**config.mk**
```make
export PLATFORM = sky130hd
export DESIGN_NAME = capture_sram_arb_flat
export DESIGN_NICKNAME = d
export VERILOG_FILES = /design/src/rtl/capture_sram_arb_pkg.sv /design/src/rtl/capture_sram_arb_if.sv /design/src/rtl/capture_sram_arb.sv /design/src/flat_wrapper.sv
export SDC_FILE = /design/constraint.sdc
export NUM_CORES = 1
export LEC_CHECK = 0
export ABC_AREA = 1
export BUFFER_PORTS_ARGS = -buffer_cell sky130_fd_sc_hd__buf_2
export CAP_MARGIN = 25
export CELL_PAD_IN_SITES_DETAIL_PLACEMENT = 1
export CELL_PAD_IN_SITES_GLOBAL_PLACEMENT = 2
export CORE_AREA = 2 2 165 86
export CTS_CLUSTER_SIZE = 10
export DETAILED_ROUTE_END_ITERATION = 8
export DIE_AREA = 0 0 167 88
export GPL_TIMING_DRIVEN = 0
export PLACE_DENSITY_LB_ADDON = 0.1
export RECOVER_POWER = 25
export SLEW_MARGIN = 20
export SYNTH_ARGS = -nofsm -noshare
export SYNTH_HDL_FRONTEND = slang
export SYNTH_SLANG_ARGS = --single-unit
```
**constraint.sdc**
```tcl
create_clock -name FAB_CLK -period 1.45 [get_ports FAB_CLK]
set_input_delay 0.29 -clock FAB_CLK [delete_from_list [all_inputs] [get_ports FAB_CLK]]
set_output_delay 0.29 -clock FAB_CLK [all_outputs]
set_load 0.005 [all_outputs]
```
**src/rtl/capture_sram_arb_pkg.sv**
```systemverilog
// Shared types and default sizing for the capture/MCU SRAM arbiter.
package capture_sram_pkg;

  // Arbiter FSM states: one write path, one read path, both return to IDLE.
  typedef enum logic [2:0] {
    IDLE    = 3'd0,
    W_ADDR  = 3'd1,
    W_PULSE = 3'd2,
    W_HOLD  = 3'd3,
    R_ADDR  = 3'd4,
    R_WAIT  = 3'd5,
    R_DONE  = 3'd6
  } state_t;

  localparam int DEF_ADDR_W      = 18;
  localparam int DEF_DATA_W      = 16;
  localparam int DEF_WAIT_CYCLES = 2;
  localparam int DEF_MAX_CAP_RUN = 8;

endpackage

```
**src/rtl/capture_sram_arb_if.sv**
```systemverilog
// Bus bundle between the two requesters, the arbiter and the external SRAM.
// The slave modport is the arbiter's view; master is the requester/SRAM side.
interface capture_sram_arb_if
  import capture_sram_pkg::*;
#(
  parameter int ADDR_W = DEF_ADDR_W,
  parameter int DATA_W = DEF_DATA_W
) ();

  logic              cap_req;
  logic              cap_ack;
  logic [ADDR_W-1:0] cap_addr;
  logic [DATA_W-1:0] cap_data;

  logic              mcu_req;
  logic              mcu_we;
  logic              mcu_ack;
  logic [ADDR_W-1:0] mcu_addr;
  logic [DATA_W-1:0] mcu_wdata;
  logic [DATA_W-1:0] mcu_rdata;

  logic [ADDR_W-1:0] sram_ab;
  logic              sram_cs_n;
  logic              sram_oe_n;
  logic              sram_we_n;
  logic [DATA_W-1:0] sram_dq_o;
  logic              sram_dq_oe;
  logic [DATA_W-1:0] sram_dq_i;

  modport slave (
    input  cap_req, cap_addr, cap_data,
    input  mcu_req, mcu_we, mcu_addr, mcu_wdata,
    input  sram_dq_i,
    output cap_ack, mcu_ack, mcu_rdata,
    output sram_ab, sram_cs_n, sram_oe_n, sram_we_n, sram_dq_o, sram_dq_oe
  );

  modport master (
    output cap_req, cap_addr, cap_data,
    output mcu_req, mcu_we, mcu_addr, mcu_wdata,
    output sram_dq_i,
    input  cap_ack, mcu_ack, mcu_rdata,
    input  sram_ab, sram_cs_n, sram_oe_n, sram_we_n, sram_dq_o, sram_dq_oe
  );

endinterface

```
**src/rtl/capture_sram_arb.sv**
```systemverilog
// Arbitrates a capture write stream and an MCU read/write port onto one
// asynchronous SRAM. Capture has priority; optional fairness is enabled by
// defining CAPTURE_SRAM_ARB_FAIRNESS_EN, which lets the MCU in after
// MAX_CAP_RUN consecutive capture grants. All SRAM strobes are registered.
module capture_sram_arb
  import capture_sram_pkg::*;
#(
  parameter int ADDR_W      = DEF_ADDR_W,
  parameter int DATA_W      = DEF_DATA_W,
  parameter int WAIT_CYCLES = DEF_WAIT_CYCLES,
  parameter int MAX_CAP_RUN = DEF_MAX_CAP_RUN
) (
  input  logic               FAB_CLK,
  input  logic               M2F_RESET_N,
  capture_sram_arb_if.slave  bus
);

  if (WAIT_CYCLES < 1 || WAIT_CYCLES > 15) begin : g_bad_wait
    $error("WAIT_CYCLES must be within 1..15");
  end
  if (MAX_CAP_RUN < 1 || MAX_CAP_RUN > 255) begin : g_bad_run
    $error("MAX_CAP_RUN must be within 1..255");
  end

  localparam logic [3:0] WAIT_LOAD = 4'(WAIT_CYCLES - 1);

  state_t     state;
  state_t     next_state;
  logic [3:0] wait_cnt;
  logic       owner_cap;
  logic       mcu_turn;
  logic       grant_cap;
  logic       grant_mcu;

`ifdef CAPTURE_SRAM_ARB_FAIRNESS_EN
  localparam logic [7:0] RUN_LIMIT = 8'(MAX_CAP_RUN);
  logic [7:0] run_cnt;

  assign mcu_turn = bus.mcu_req && (run_cnt == RUN_LIMIT);

  // Count capture grants taken while the MCU is kept waiting.
  always_ff @(posedge FAB_CLK or negedge M2F_RESET_N) begin
    if (!M2F_RESET_N) begin
      run_cnt <= '0;
    end else if (!bus.mcu_req || grant_mcu) begin
      run_cnt <= '0;
    end else if (grant_cap) begin
      run_cnt <= run_cnt + 8'd1;
    end
  end
`else
  assign mcu_turn = 1'b0;
`endif

  assign grant_cap = (state == IDLE) && bus.cap_req && !mcu_turn;
  assign grant_mcu = (state == IDLE) && bus.mcu_req && !grant_cap;

  // State register.
  always_ff @(posedge FAB_CLK or negedge M2F_RESET_N) begin
    if (!M2F_RESET_N) begin
      state <= IDLE;
    end else begin
      state <= next_state;
    end
  end

  // Next-state decode; the wait counter times both strobe phases.
  always_comb begin
    next_state = state;
    unique case (state)
      IDLE: begin
        if (grant_cap) begin
          next_state = W_ADDR;
        end else if (grant_mcu) begin
          next_state = bus.mcu_we ? W_ADDR : R_ADDR;
        end
      end
      W_ADDR:  next_state = W_PULSE;
      W_PULSE: if (wait_cnt == 4'd0) next_state = W_HOLD;
      W_HOLD:  next_state = IDLE;
      R_ADDR:  next_state = R_WAIT;
      R_WAIT:  if (wait_cnt == 4'd0) next_state = R_DONE;
      R_DONE:  next_state = IDLE;
      default: next_state = IDLE;
    endcase
  end

  // Registered SRAM strobes, latched request, acks and read data, all
  // decoded from next_state so every pin changes on a clock edge.
  always_ff @(posedge FAB_CLK or negedge M2F_RESET_N) begin
    if (!M2F_RESET_N) begin
      wait_cnt       <= '0;
      owner_cap      <= 1'b0;
      bus.sram_ab    <= '0;
      bus.sram_dq_o  <= '0;
      bus.sram_cs_n  <= 1'b1;
      bus.sram_oe_n  <= 1'b1;
      bus.sram_we_n  <= 1'b1;
      bus.sram_dq_oe <= 1'b0;
      bus.cap_ack    <= 1'b0;
      bus.mcu_ack    <= 1'b0;
      bus.mcu_rdata  <= '0;
    end else begin
      if (state == W_ADDR || state == R_ADDR) begin
        wait_cnt <= WAIT_LOAD;
      end else if (wait_cnt != 4'd0) begin
        wait_cnt <= wait_cnt - 4'd1;
      end

      if (grant_cap) begin
        owner_cap     <= 1'b1;
        bus.sram_ab   <= bus.cap_addr;
        bus.sram_dq_o <= bus.cap_data;
      end else if (grant_mcu) begin
        owner_cap     <= 1'b0;
        bus.sram_ab   <= bus.mcu_addr;
        bus.sram_dq_o <= bus.mcu_wdata;
      end

      bus.sram_cs_n  <= (next_state == IDLE) || (next_state == R_DONE);
      bus.sram_oe_n  <= !((next_state == R_ADDR) || (next_state == R_WAIT));
      bus.sram_we_n  <= (next_state != W_PULSE);
      bus.sram_dq_oe <= (next_state == W_ADDR) || (next_state == W_PULSE) ||
                        (next_state == W_HOLD);
      bus.cap_ack    <= (next_state == W_HOLD) && owner_cap;
      bus.mcu_ack    <= ((next_state == W_HOLD) && !owner_cap) ||
                        (next_state == R_DONE);

      if (state == R_WAIT && next_state == R_DONE) begin
        bus.mcu_rdata <= bus.sram_dq_i;
      end
    end
  end

endmodule

```
**src/flat_wrapper.sv**
```systemverilog
// flat-port wrapper written by rule: the top's interface ports become plain ports
module capture_sram_arb_flat import capture_sram_pkg::*;
#(
  parameter int ADDR_W      = DEF_ADDR_W,
  parameter int DATA_W      = DEF_DATA_W,
  parameter int WAIT_CYCLES = DEF_WAIT_CYCLES,
  parameter int MAX_CAP_RUN = DEF_MAX_CAP_RUN
)
  (FAB_CLK, M2F_RESET_N, bus_cap_req, bus_cap_addr, bus_cap_data, bus_mcu_req, bus_mcu_we, bus_mcu_addr, bus_mcu_wdata, bus_sram_dq_i, bus_cap_ack, bus_mcu_ack, bus_mcu_rdata, bus_sram_ab, bus_sram_cs_n, bus_sram_oe_n, bus_sram_we_n, bus_sram_dq_o, bus_sram_dq_oe);
  capture_sram_arb_if #(.ADDR_W(ADDR_W), .DATA_W(DATA_W)) bus_i ();
  input  logic FAB_CLK;
  input  logic M2F_RESET_N;
  input wire logic [$bits(bus_i.cap_req)-1:0] bus_cap_req;
  input wire logic [$bits(bus_i.cap_addr)-1:0] bus_cap_addr;
  input wire logic [$bits(bus_i.cap_data)-1:0] bus_cap_data;
  input wire logic [$bits(bus_i.mcu_req)-1:0] bus_mcu_req;
  input wire logic [$bits(bus_i.mcu_we)-1:0] bus_mcu_we;
  input wire logic [$bits(bus_i.mcu_addr)-1:0] bus_mcu_addr;
  input wire logic [$bits(bus_i.mcu_wdata)-1:0] bus_mcu_wdata;
  input wire logic [$bits(bus_i.sram_dq_i)-1:0] bus_sram_dq_i;
  output wire logic [$bits(bus_i.cap_ack)-1:0] bus_cap_ack;
  output wire logic [$bits(bus_i.mcu_ack)-1:0] bus_mcu_ack;
  output wire logic [$bits(bus_i.mcu_rdata)-1:0] bus_mcu_rdata;
  output wire logic [$bits(bus_i.sram_ab)-1:0] bus_sram_ab;
  output wire logic [$bits(bus_i.sram_cs_n)-1:0] bus_sram_cs_n;
  output wire logic [$bits(bus_i.sram_oe_n)-1:0] bus_sram_oe_n;
  output wire logic [$bits(bus_i.sram_we_n)-1:0] bus_sram_we_n;
  output wire logic [$bits(bus_i.sram_dq_o)-1:0] bus_sram_dq_o;
  output wire logic [$bits(bus_i.sram_dq_oe)-1:0] bus_sram_dq_oe;
  assign bus_i.cap_req = bus_cap_req;
  assign bus_i.cap_addr = bus_cap_addr;
  assign bus_i.cap_data = bus_cap_data;
  assign bus_i.mcu_req = bus_mcu_req;
  assign bus_i.mcu_we = bus_mcu_we;
  assign bus_i.mcu_addr = bus_mcu_addr;
  assign bus_i.mcu_wdata = bus_mcu_wdata;
  assign bus_i.sram_dq_i = bus_sram_dq_i;
  assign bus_cap_ack = bus_i.cap_ack;
  assign bus_mcu_ack = bus_i.mcu_ack;
  assign bus_mcu_rdata = bus_i.mcu_rdata;
  assign bus_sram_ab = bus_i.sram_ab;
  assign bus_sram_cs_n = bus_i.sram_cs_n;
  assign bus_sram_oe_n = bus_i.sram_oe_n;
  assign bus_sram_we_n = bus_i.sram_we_n;
  assign bus_sram_dq_o = bus_i.sram_dq_o;
  assign bus_sram_dq_oe = bus_i.sram_dq_oe;
  capture_sram_arb #(.ADDR_W(ADDR_W), .DATA_W(DATA_W), .WAIT_CYCLES(WAIT_CYCLES), .MAX_CAP_RUN(MAX_CAP_RUN)) u_core (.FAB_CLK(FAB_CLK), .M2F_RESET_N(M2F_RESET_N), .bus(bus_i));
endmodule
```
==> results of run 1 <==
==> cells in the mapped netlist (3+ instances only) <==
master	n	area, µm²
buf_2	4	20.02
clkbuf_1	11	41.29
inv_1	29	108.9
dfrtp_1	61	1526
nand2_1	33	123.9
o21ai_1	36	180.2
o21ai_0	54	270.3
dfstp_2	3	78.83
inv_2	3	11.26
nand3_1	42	210.2
nor2_1	42	157.7
buf_6	3	33.78
==> routing by layer <==
layer  share of wire (%)  vias to the layer above
met3                 7.5                        7
met1                  54                     1389
met2                  38                       93
li1                    -                     1455
met5               0.071                        -
met4                0.63                        2
==> through the flow <==
step / cell area (µm²) / cells / TNS [ns]
after floorplan: 2893 / 333 / 0
after global placement: 3834 / 653 / -34.44
after detailed placement: 3864 / 654 / -12.77
after CTS: 4444 / 684 / -1.109
after global routing: 4552 / 688 / -6.399
final: 4552 / 688 / -1.120
==> layout by cell type, fill, tap and decap left out, types with 2 or more instances in the layout <==
cell type    n
clkbuf_1     2
buf_4       11
nand3_4      2
clkbuf_8     5
inv_1       27
buf_6        9
clkbuf_2     3
buf_2      147
nor2_1      38
buf_8        3
nand2_2     11
o21ai_1     49
dfstp_2      3
dfrtp_1     58
nand2_4      4
o21ai_2      6
inv_2        4
bufinv_16    2
nor2_4       3
o21ai_0     35
clkbuf_4     2
nand3_1     42
clkbuf_16   10
nor2_2       3
nand2_1     19
dfrtp_2      3
==> state kept, by name (all words and copies together) (netlist names) <==
| name | cells |
|---|---|
| u_core.bus.sram_ab | 18 |
| u_core.owner_cap | 1 |
| u_core.bus.sram_cs_n | 1 |
| u_core.wait_cnt | 4 |
| u_core.bus.sram_dq_o | 16 |
| u_core.bus.mcu_rdata | 16 |
| u_core.bus.cap_ack | 1 |
| u_core.bus.mcu_ack | 1 |
| u_core.bus.sram_we_n | 1 |
| u_core.state | 3 |
| u_core.bus.sram_oe_n | 1 |
| u_core.bus.sram_dq_oe | 1 |
==> worst max-delay path, cell delays in order, from the launching register on <==
cell,delay (ns)
dfrtp_1,0.38
inv_2,0.09
ha_4,0.16
nand2_4,0.05
nor2_4,0.13
nand4_4,0.25
clkbuf_16,0.26
nand2_2,0.06
o21ai_2,0.04
==> how the worst min path moves through the flow <==
stage | start | slack (ns) | endpoint | cells past startpoint
6_report | bus_sram_dq_i[7] | 0.19 | u_core.bus.mcu_rdata[7] | 3
5_1_grt | bus_sram_dq_i[9] | 0.18 | u_core.bus.mcu_rdata[9] | 3
4_1_cts | bus_sram_dq_i[2] | 0.17 | u_core.bus.mcu_rdata[2] | 3
3_5_place_dp | M2F_RESET_N | 0.19 | u_core.bus.mcu_rdata[11] | 1
3_3_place_gp | u_core.bus.mcu_rdata[13] | 0.46 | u_core.bus.mcu_rdata[13] | 2
2_1_floorplan | M2F_RESET_N | -0.006 | u_core.bus.cap_ack | 0
==> repair_timing <==
action | in CTS | in global routing
endpoints found under the setup margin | 58 | 56
gates resized for setup | 58 | 37
hold buffers | 1 | 0
setup buffers | 9 | 4
hold endpoints to repair | 17 | 0
gates cloned | 4 | 0
pin swaps | 8 | 3
==> power groups by stage <==
stage	Combinational [µW]	Sequential, µW	Clock, µW
finish	4450	3190	2390
global route	5020	3320	2560
CTS	4270	3170	2480
detailed placement	3780	3180	0
global placement	3710	3160	0
floorplan	2010	3210	0
==> cells by family (layout without fill, tap and decap cells) <==
family | Yosys count | count (layout) | share of synthesized area, %
DFF | 64 | 64 | 55.88
and+or+nand+nor | 124 | 125 | 19.56
AOI/OAI and AO/OA | 92 | 92 | 16.07
adders and majority gates | 1 | 1 | 0.4355
xor gates and xnor gates | 1 | 1 | 0.3049
buffers and inverters | 51 | 229 | 7.752
==> area by class of cell <==
type	count	area share, %
tap	176	4.838
sequential	64	35.35
buffer	19	4.206
timing repair buffer	162	19.76
clock buffer	13	5.717
multi-input combinational	219	25.95
inverter	32	2.749
clock inverter	3	1.429
==> flow_summary.yaml, run 1 <==
setup_path:
  path_max_fanout: 8
  endpoint: "u_core.bus.mcu_rdata[12]"
  end_kind: "flop"
  worstPathArrival_ns: 1.74
  critPathKind: "reg -> reg"
  cp-startpoint: "u_core.wait_cnt[0]"
  r2r-end: "u_core.bus.mcu_rdata[12]"
  cp.required_ns: 1.66
  crit-reg2reg-launch: "u_core.wait_cnt[0]"
  ff2ff_path_depth: 8
  r2r_setup_slack_ns: -0.07
  cp-start-kind: "flop"
global_route:
  gr-usage-met1_pct: 23.46
  antenna_found_initial: 1
  use_met2_pct: 20.99
  grt_use_met3_pct: 6.191
  globalRoute.busiestLayer: "met1"
  grt_start_max_net_pins: 48
  grt_usage_pct: 15.78
  overflow: 0
  grt_pass1_vias: 3110
  grt_pass1_wl_um: 17770
timing:
  slew_viol_final: 0
  rsz0062_at_grt: "true"
  min_period_over_period_pct: 105.2
  hold_ws_ns: 0.1903
  fmax_mhz: 655.8
  timing.final.ws_setup_ns: -0.07496
  min_period_ns: 1.525
  skew_ns: 0.006707
  setup-violations-final: 34
  hold_violations: 0
  worst_pin_slew_ns: 0.4774
  slew_headroom_pct: 68.18
synthesis:
  synth_edf_count: 0
  syn_nets: 423
  synth_area_per_cell_um2: 8.627
  async_flop_share_pct: 100.0
  synthCells: 333
  ys_seq_elements: 64
  yosysSeqAreaShare_pct: 55.88
  yosys_most_used_dff: "dfrtp_1"
  syn_area_um2: 2873
  ys_types: 24
  yosysWarnings: 0
floorplanning:
  die_w_um: 167
  design.core.area_um2: 13250
  die_area_um2: 14700
  die_h_um: 88
  ios: 145
  rows: 30
  initial_utilization_pct: 21.68
min_path:
  hold_class: "in -> reg"
power_and_ir_drop:
  sequentialPowerShare_pct: 31.8
  leakagePower_uw: 0.002317
  peakVddDrop_v: 0.0005652
  comb_power_share_pct: 44.4
  internal_power_uw: 6282
  pwr_density_cell_nw_per_um2: 2203
  finalPower_uw: 10030
  clkPwrFrac_pct: 23.8
  p_sw_uw: 3744
  switching_share_pct: 37.34
route:
  detail-route-antenna-nets: 0
  via_per_inst: 4.282
  num_vias: 2946
  dr.first_iter.drc_count: 179
  drcViolationCount: 0
  drt-total-wl_um: 11320
  routedWlPerCell_um: 16.45
  dr.pass1.iters: 4
finish:
  seqCellArea_um2: 1609
  drive_gt1_share_pct: 46.29
  post-route-util_pct: 34.35
  nFillCells: 1588
  finish.net_count: 597
  area_growth_syn_to_layout_pct: 58.45
  antenna_cells: 0
  multi_input_area_um2: 1181
placement:
  io_buffers: 144
  gp_congestion: 0.7729
  place_ws_ns: -0.4385
  hpwl_um: 8047
job:
  drv_cap: 0
clock_network:
  clock_latency_ns: 0.33
  h-tree-depth: 3
  clk_pin_slew_ns: 0.06
  cts_num_sinks: 64
  numCtsBuffers: 9
  clock_path_buffers: 2
  ctsRootBufferMaster: "clkbuf_16"
  cts_tree: "done"
outcome:
  status: "finished, violations left"
  failed_checks: "setup timing"
No activity file was read; power rests on OpenSTA's default activity.
==> run 2: changes to the inputs <==
MAX_ROUTING_LAYER = met4   (was default)
==> run 2 against run 1 <==
Effect of this change:
- the flow still finishes with violations (setup timing)
- sequential power is essentially flat
- die area is the same
- register-to-register slack about the same
- count of clock-buffer cells in the layout unchanged
- final cell count grew 0.15%
- critical path type unchanged
- total power up 0.22%
- fmax increased by 0.31%
==> flow_summary.yaml, run 2 (synthesis gave the netlist of run 1 again) <==
outcome:
  failed_checks: "setup timing"
  status: "finished, violations left"
timing:
  min_period_over_period_pct: 104.8
  min_period_ns: 1.520
  fin_tns_setup_ns: -1.007
  fmax_mhz: 657.8
  setup-violations-final: 34
  timing.final.ws_setup_ns: -0.07018
  slew_viol_final: 0
  slew_headroom_pct: 67.68
  skew_ns: 0.005740
  worst_pin_slew_ns: 0.4848
  hold_violations: 0
  rsz0062_at_grt: "true"
setup_path:
  r2r_setup_slack_ns: -0.07
  worstPathArrival_ns: 1.74
  ff2ff_path_depth: 8
  cp-startpoint: "u_core.wait_cnt[0]"
  r2r-end: "u_core.bus.mcu_rdata[14]"
  cp.required_ns: 1.67
  path_max_fanout: 8
  crit-reg2reg-launch: "u_core.wait_cnt[0]"
  cp-start-kind: "flop"
  end_kind: "flop"
  critPathKind: "reg -> reg"
clock_network:
  clk_pin_slew_ns: 0.06
  h-tree-depth: 3
  numCtsBuffers: 9
  cts_tree: "done"
  clock_path_buffers: 2
  clock_latency_ns: 0.33
  cts_num_sinks: 64
  ctsRootBufferMaster: "clkbuf_16"
power_and_ir_drop:
  leakagePower_uw: 0.002317
  finalPower_uw: 10050
  peakVddDrop_v: 0.0005644
  pwr_density_cell_nw_per_um2: 2206
route:
  drcViolationCount: 0
  drt-total-wl_um: 11370
  detail-route-antenna-nets: 0
  dr.pass1.iters: 4
  routedWlPerCell_um: 16.50
  dr.first_iter.drc_count: 171
  num_vias: 2957
  via_per_inst: 4.292
finish:
  top_regs: "u_core.bus.sram_ab x18, u_core.bus.mcu_rdata x16, u_core.bus.sram_dq_o x16"
  finish.net_count: 597
  final_cells: 689
  final_common_cell: "buf_2"
  drive_gt1_share_pct: 46.29
  largest_register_ffs: 18
  top_register: "u_core.bus.sram_ab"
  final_cell_mix: "147 x buf_2, 58 x dfrtp_1, 49 x o21ai_1"
  area_growth_syn_to_layout_pct: 58.54
global_route:
  grt_usage_pct: 16.32
  grt_pass1_wl_um: 17730
  grt_pass1_vias: 3132
  overflow: 0
  antenna_found_initial: 1
  grt_start_max_net_pins: 48
floorplanning:
  ios: 145
  initial_utilization_pct: 21.68
  die_w_um: 167
  die_area_um2: 14700
  rows: 30
  design.core.area_um2: 13250
  die_h_um: 88
min_path:
  hold_class: "in -> reg"
  hold_depth: 3
  hp-start: "bus_sram_dq_i[7]"
  holdPathEnd: "u_core.bus.mcu_rdata[7]"
placement:
  dp.cells: 654
  gp_congestion: 0.7833
  hpwl_um: 8047
  io_buffers: 144
job:
  drv_cap: 0
run 2: cell types whose count changed in the layout (fill, tap and decap cells not counted):
cell,previous run,this run
diode_2,0,1
run 2: worst max-delay path by stage:
stage | end | slack (ns) | cells past startpoint
finish | u_core.bus.mcu_rdata[14] | -0.07 | 8
global placement | u_core.bus.mcu_rdata[3] | -0.42 | 7
global route | u_core.bus.mcu_rdata[3] | -0.17 | 8
CTS | u_core.bus.mcu_rdata[6] | -0.06 | 7
detailed placement | u_core.bus.mcu_rdata[12] | -0.44 | 7
floorplan | u_core.bus.mcu_rdata[2] | 0.01 | 8
run 2: critical path: stages (launching register included):
cell and delay, ns:
dfrtp_1 0.38, inv_2 0.09, ha_4 0.16, nand2_4 0.05, nor2_4 0.13, nand4_4 0.24
clkbuf_16 0.25, nand2_2 0.05, o21ai_1 0.05
run 2: timing repair:
| item | CTS | global route |
|---|---|---|
| gates cloned | 4 | 0 |
| endpoints found under the setup margin | 58 | 56 |
| pin swaps | 8 | 3 |
| setup buffers | 9 | 4 |
| hold endpoints to repair | 17 | 0 |
| hold buffers | 1 | 0 |
| resized for setup | 58 | 37 |
run 2: final cells by class:
type	count	area, µm²
multi-input cells	219	1181
clock buffers	13	260.3
flip-flops and latches	64	1609
well taps	176	220.2
fillers	1589	8696
inverters	32	125.1
clock inverters	3	65.06
repair buffers	162	899.6
plain buffers	19	191.4
diodes	1	2.502
run 2: power by group:
part	total, µW	switching, µW	leakage (µW)	internal, µW
clock	2400	805	0.000160	1600
sequential	3200	515	0.000755	2680
combinational	4450	2450	0.00140	2000
run 2: metal layers:
metal | vias to the layer above | wire length [µm] | GRT usage, % | share of wire, %
li1 | 1456 | - | - | -
met4 | 0 | 97 | 3.762 | 0.85
met3 | 11 | 791 | 5.513 | 7.0
met1 | 1396 | 6135 | 23.91 | 54
met5 | - | 0 | - | 0
met2 | 94 | 4343 | 21.03 | 38
run 2: metrics by stage:
step / utilization, % / hold slack, ns / area (µm²) / setup slack [ns]
2_1_floorplan: - / -0.005591 / 2893 / 0.009778
3_3_place_gp: 28.93 / 0.4631 / 3834 / -0.4187
3_5_place_dp: 29.16 / 0.1931 / 3864 / -0.4385
4_1_cts: 33.54 / 0.1741 / 4444 / -0.06134
5_1_grt: 34.37 / 0.1811 / 4554 / -0.1689
6_report: 34.37 / 0.1866 / 4554 / -0.07018
